`src/rtl/wide_add_seq_pkg.sv`:
```
// Shared definitions for the wide add/subtract sequencer: slice width,
// FSM state encoding and slice-index width helper.
package wide_add_pkg;

    localparam int SLICE_W = 16;

    typedef enum logic [1:0] {
        IDLE,
        RUN,
        DONE
    } state_t;

    function automatic int idx_width(input int words);
        return (words > 1) ? $clog2(words) : 1;
    endfunction

endpackage

```
`src/rtl/wide_add_seq_add16_cin.sv`:
```
// 16-bit carry-select adder with carry-in: plain lower byte, upper byte
// precomputed for both carries and selected by the lower carry-out.
module add16_cin (
    input  logic [15:0] a,
    input  logic [15:0] b,
    input  logic        cin,
    output logic [15:0] s,
    output logic        co
);

    logic [8:0] lo;
    logic [8:0] hi0;
    logic [8:0] hi1;

    always_comb begin
        lo  = {1'b0, a[7:0]} + {1'b0, b[7:0]} + {8'b0, cin};
        hi0 = {1'b0, a[15:8]} + {1'b0, b[15:8]};
        hi1 = {1'b0, a[15:8]} + {1'b0, b[15:8]} + 9'd1;
        s   = {(lo[8] ? hi1[7:0] : hi0[7:0]), lo[7:0]};
        co  = lo[8] ? hi1[8] : hi0[8];
    end

endmodule

```
`src/rtl/wide_add_seq.sv`:
```
// Multi-cycle WORDS x 16-bit add/subtract, one slice per cycle through a
// single shared carry-select adder, with valid/ready on both sides.
module wide_add_seq
    import wide_add_pkg::*;
#(
    parameter int WORDS = 4
) (
    input  logic                   clk,
    input  logic                   rst_n,
    input  logic                   in_valid,
    output logic                   in_ready,
    input  logic [SLICE_W*WORDS-1:0] a,
    input  logic [SLICE_W*WORDS-1:0] b,
    input  logic                   sub,
    output logic                   out_valid,
    input  logic                   out_ready,
    output logic [SLICE_W*WORDS-1:0] sum,
    output logic                   cout,
    output logic                   ovf,
    output logic                   busy
);

    localparam int W  = SLICE_W * WORDS;
    localparam int IW = idx_width(WORDS);
    localparam logic [IW-1:0] LAST_IDX = IW'(WORDS - 1);

    state_t        state_q, state_d;
    logic [W-1:0]  a_q, a_d;
    logic [W-1:0]  b_q, b_d;
    logic [W-1:0]  sum_q, sum_d;
    logic          carry_q, carry_d;
    logic [IW-1:0] idx_q, idx_d;
    logic          cout_q, cout_d;
    logic          ovf_q, ovf_d;
    logic          out_valid_q, out_valid_d;

    logic [SLICE_W-1:0] slice_a;
    logic [SLICE_W-1:0] slice_b;
    logic [SLICE_W-1:0] slice_s;
    logic               slice_co;

    assign slice_a = a_q[idx_q*SLICE_W +: SLICE_W];
    assign slice_b = b_q[idx_q*SLICE_W +: SLICE_W];

    add16_cin u_add (
        .a   (slice_a),
        .b   (slice_b),
        .cin (carry_q),
        .s   (slice_s),
        .co  (slice_co)
    );

    always_comb begin
        state_d     = state_q;
        a_d         = a_q;
        b_d         = b_q;
        sum_d       = sum_q;
        carry_d     = carry_q;
        idx_d       = idx_q;
        cout_d      = cout_q;
        ovf_d       = ovf_q;
        out_valid_d = out_valid_q;
        case (state_q)
            IDLE: begin
                if (in_valid) begin
                    a_d     = a;
                    b_d     = sub ? ~b : b;
                    carry_d = sub;
                    idx_d   = '0;
                    sum_d   = '0;
                    state_d = RUN;
                end
            end
            RUN: begin
                sum_d[idx_q*SLICE_W +: SLICE_W] = slice_s;
                carry_d = slice_co;
                if (idx_q == LAST_IDX) begin
                    // b_q already holds ~b for subtract, so the sign test uses the adder's view of B.
                    cout_d      = slice_co;
                    ovf_d       = (a_q[W-1] == b_q[W-1]) && (slice_s[SLICE_W-1] != a_q[W-1]);
                    out_valid_d = 1'b1;
                    state_d     = DONE;
                end else begin
                    idx_d = idx_q + 1'b1;
                end
            end
            DONE: begin
                if (out_ready) begin
                    out_valid_d = 1'b0;
                    state_d     = IDLE;
                end
            end
            default: begin
                state_d     = IDLE;
                out_valid_d = 1'b0;
            end
        endcase
    end

    always_ff @(posedge clk or negedge rst_n) begin
        if (!rst_n) begin
            state_q     <= IDLE;
            a_q         <= '0;
            b_q         <= '0;
            sum_q       <= '0;
            carry_q     <= 1'b0;
            idx_q       <= '0;
            cout_q      <= 1'b0;
            ovf_q       <= 1'b0;
            out_valid_q <= 1'b0;
        end else begin
            state_q     <= state_d;
            a_q         <= a_d;
            b_q         <= b_d;
            sum_q       <= sum_d;
            carry_q     <= carry_d;
            idx_q       <= idx_d;
            cout_q      <= cout_d;
            ovf_q       <= ovf_d;
            out_valid_q <= out_valid_d;
        end
    end

    assign in_ready  = (state_q == IDLE);
    assign busy      = (state_q != IDLE);
    assign out_valid = out_valid_q;
    assign sum       = sum_q;
    assign cout      = cout_q;
    assign ovf       = ovf_q;

endmodule

```
`config.mk`:
```
export PLATFORM = sky130hd
export DESIGN_NAME = wide_add_seq
export DESIGN_NICKNAME = d
export VERILOG_FILES = /design/src/rtl/wide_add_seq_pkg.sv /design/src/rtl/wide_add_seq_add16_cin.sv /design/src/rtl/wide_add_seq.sv
export SDC_FILE = /design/constraint.sdc
export NUM_CORES = 1
export LEC_CHECK = 0
export CAP_MARGIN = 20
export CORE_UTILIZATION = 48
export CTS_BUF_LIST = sky130_fd_sc_hd__clkbuf_8
export DETAILED_ROUTE_END_ITERATION = 10
export PLACE_DENSITY = 0.79
export SYNTH_ARGS = -nofsm -noshare
export SYNTH_HDL_FRONTEND = slang
export SYNTH_SLANG_ARGS = --single-unit
```
`constraint.sdc`:
```
create_clock -name clk -period 4.45 [get_ports clk]
set_clock_uncertainty 0.2 [all_clocks]
set_input_delay 0.89 -clock clk [delete_from_list [all_inputs] [get_ports clk]]
set_output_delay 0.89 -clock clk [all_outputs]
set_load 0.02 [all_outputs]
```
==> out/results.tsv <==
stage	metric	value	unit
critical_path	data arrival time of the worst path	4.29	ns
routing	Antenna Nets Post-Route	0	
pwr	Pwr Density	879	nW/um2
die	core area	19000	um2
cts	largest buffer count on any clock path	2	
cts	clock-pin slew on the worst setup and hold paths	0.10	ns
cells_and_area	Syn-to-layout area delta	29.5	%
hold_path	worst min-delay path class	in -> async	
cts	Clk Latency, worst-skew pair	0.48	ns
cells_and_area	Nets	1111	
grt	met3 Use GR	5.53	%
critical_path	Worst setup EP type	register	
pwr	Reg power frac	29.8	%
timing	Final Critical Period	4.09	ns
cts	CTS Sinks	200	
placed_design	IO Port Bufs	201	
timing	Slew HR	33.7	%
grt	grt met1 use	30.7	%
cts	H-tree Lvls	4	
routing	drt first pass iters	7	
pwr	Gate power share	58.6	%
die	# rows	50	
grt	first-pass GRT wire length	36100	um
pwr	Internal Power	5.92	mW
cts	Post CTS Setup Buffer Count	0	
timing	final setup fails	0	
pwr	peak supply drop	656	uV
critical_path	Worst Path Max Fanout	19	
synth	compound-cell area share of the yosys netlist	11.8	%
timing	period utilization	92.0	%
cts	CTS Buf Count	17	
critical_path	Worst R2R Path Depth	12	
grt	GRT Overall Usage	23.9	%
synth	syn avg cell area	12.3	um2
grt	vias in the first global route	6712	
die	Starting Density	49.5	%
timing	worst-margin pin slew	0.995	ns
cts	Clock Tree Root	clkbuf_8	
synth	largest family of logic cells by synthesized area	multiplexers	
synth	mux contribution to synthesized area	15.5	%
placed_design	Final GP Congestion	0.803	
synth	Yosys top cell area share	53.3	%
grt	initial antenna violation count	0	
pwr	Leak	4.94	nW
routing	DRT Wirelength	22800	um
cts	CTS tree	yes	
synth	Synth Flop Type	dfrtp_1	
critical_path	Critical R2R Capture	ovf$_DFFE_PN0P_	
synth	Post-Synth XOR/XNOR Area	7.65	%
job	# Max-Cap Violations	0	
grt	met2 GRT Util	40.4	%
cts	hold_buf cts	0	
grt	Overflow after GRT	0	
cells_and_area	share of cells above drive strength 1	16.2	%
pwr	sw power	4.77	mW
synth	count of state elements after synthesis	200	
synth	Distinct cells, synth	40	
die	number of I/O pins	202	
synth	post-synthesis simple-gate area fraction	6.28	%
synth	Post-synth ARST share	100	%
pwr	Sw Ratio	44.7	%
critical_path	Crit path required time	4.65	ns
synth	Mapped Area	9390	um2
routing	vias per cell	5.45	
cells_and_area	antenna cells	0	
grt	grt peak-use layer	met2	
routing	WL/cell	18.6	um
critical_path	r2r setup slk	0.36	ns
cts	Resized cells post-CTS	0	
die	die height	142	um
synth	Post-Synth Adder-Cell Area	3.31	%
synth	Synth area leaders	dfrtp_1 53%, mux2_2 7.7%, mux4_2 7.7%	
synth	Net Count, Synth	920	
placed_design	DP HPWL	17100	um
routing	DRT iter0 DRCs	335	
routing	vias	6690	
timing	Setup TNS	0	ns
critical_path	Worst setup SP type	register	
timing	RSZ-0062 raised after global routing	false	
synth	top cell type by total area after synthesis	dfrtp_1	
cells_and_area	fillers	1465	
timing	max-slew violation count	0	
synth	number of synthesized flops with an enable pin	0	
die	DIE AREA	20100	um2
synth	Post-synth top cells	200 x dfrtp_1, 79 x nor2_1, 77 x a21oi_1, 74 x xnor2_1, 64 x mux2_2	
critical_path	reg-to-reg startpoint	idx_q[0]$_DFFE_PN0P_	
synth	register area share after synthesis	53.3	%
critical_path	critical path type	reg -> reg	
status	status	complete, no violations	
synth	Syn. warnings	0	
timing	Max Freq	244	MHz
grt	largest net degree at the start of global routing	93	
synth	most common cell in the netlist	dfrtp_1	
die	Die X	142	um
pwr	clock share of power	11.6	%
timing	Hold Fails Final Rpt	0	
synth	Syn Inst Count	764	
cells_and_area	Core Util, Final	64.1	%
routing	drt drc	0	
[state kept, by name, indices dropped and copies added, names as in the netlist]
register and cells:
a_q 64, b_q 64, sum 64, idx_q 2
state_q 2, carry_q 1, cout 1, out_valid 1
ovf 1
[worst max-delay path: stages (launching register included)]
cell and delay (ns):
dfrtp_2 0.71, buf_4 0.27, mux4_2 0.28, fa_1 0.20, inv_1 0.06, fa_1 0.39
nand2b_1 0.17, a21o_1 0.19, a21oi_2 0.25, nand4_1 0.20, or4_4 0.57, a211o_1 0.33
a41oi_2 0.19
[through the flow]
stage	setup slack [ns]	instances	area (um2)	hold WS [ns]	total power, mW
final	0.358	1228	12200	0.270	10.7
after detailed placement	0.374	1196	11700	0.273	9.43
after floorplan	0.158	764	9390	0.275	7.32
after global placement	0.451	1196	11700	0.262	9.26
after CTS	0.344	1228	12200	0.278	10.7
after global routing	0.129	1228	12200	0.299	11.4
[kinds of logic (layout without fill, tap and decap cells)]
group	after synthesis	after routing
flops	200	200
simple gates	138	138
buf+inv	55	259
xor+xnor	82	82
compound gates	169	169
fa+ha+maj	23	23
mux	97	97
[how the worst max path moves through the flow]
| stage | startpoint | endpoint | cells past startpoint |
|---|---|---|---|
| after floorplan | idx_q[0]$_DFFE_PN0P_ | ovf$_DFFE_PN0P_ | 13 |
| final | idx_q[0]$_DFFE_PN0P_ | ovf$_DFFE_PN0P_ | 12 |
| after CTS | idx_q[0]$_DFFE_PN0P_ | ovf$_DFFE_PN0P_ | 12 |
| after global placement | idx_q[0]$_DFFE_PN0P_ | ovf$_DFFE_PN0P_ | 12 |
| after global routing | idx_q[0]$_DFFE_PN0P_ | ovf$_DFFE_PN0P_ | 10 |
| after detailed placement | idx_q[0]$_DFFE_PN0P_ | ovf$_DFFE_PN0P_ | 12 |
[power by group through the flow]
stage                     Sequential (mW)  Combinational, mW  Clock (mW)
after detailed placement             3.22               6.21           0
after global placement               3.20               6.06           0
after global routing                 3.28               6.78        1.33
final                                3.18               6.27        1.24
after CTS                            3.18               6.24        1.26
after floorplan                      3.19               4.13           0
[metal layers]
metal	part of all wire [%]	wire length [um]
met5	0	0
met4	1.9	437
met3	5.7	1310
met2	50	11500
met1	42	9580
[cells in the final DEF (no fill, tap or decap), types with 3 or more instances in the layout]
master,n
o21ai_0,21
o21bai_1,3
nor2_1,79
nor3_1,4
inv_1,9
a21oi_1,77
clkdlybuf4s50_1,199
mux2_2,64
ha_1,20
or3_1,4
dfrtp_1,198
bufinv_16,3
mux4_2,32
clkbuf_8,20
a21o_1,4
nand4_1,5
nand2_1,30
buf_4,15
fa_1,3
a22o_1,48
xnor2_1,74
nand2b_1,5
xor2_1,8
inv_6,4
buf_12,3
[cell type report]
cell class                 count  area [um2]  area share [%]
inverter                       9        33.8           0.278
tap                          260         325            2.68
multi-input combinational    509        4180            34.4
clock inverter                13         168            1.38
clock buffer                  19         262            2.15
timing repair buffer         218        2180            17.9
sequential                   200        5010            41.2
Note: power is estimated with default switching activity, not from simulation.
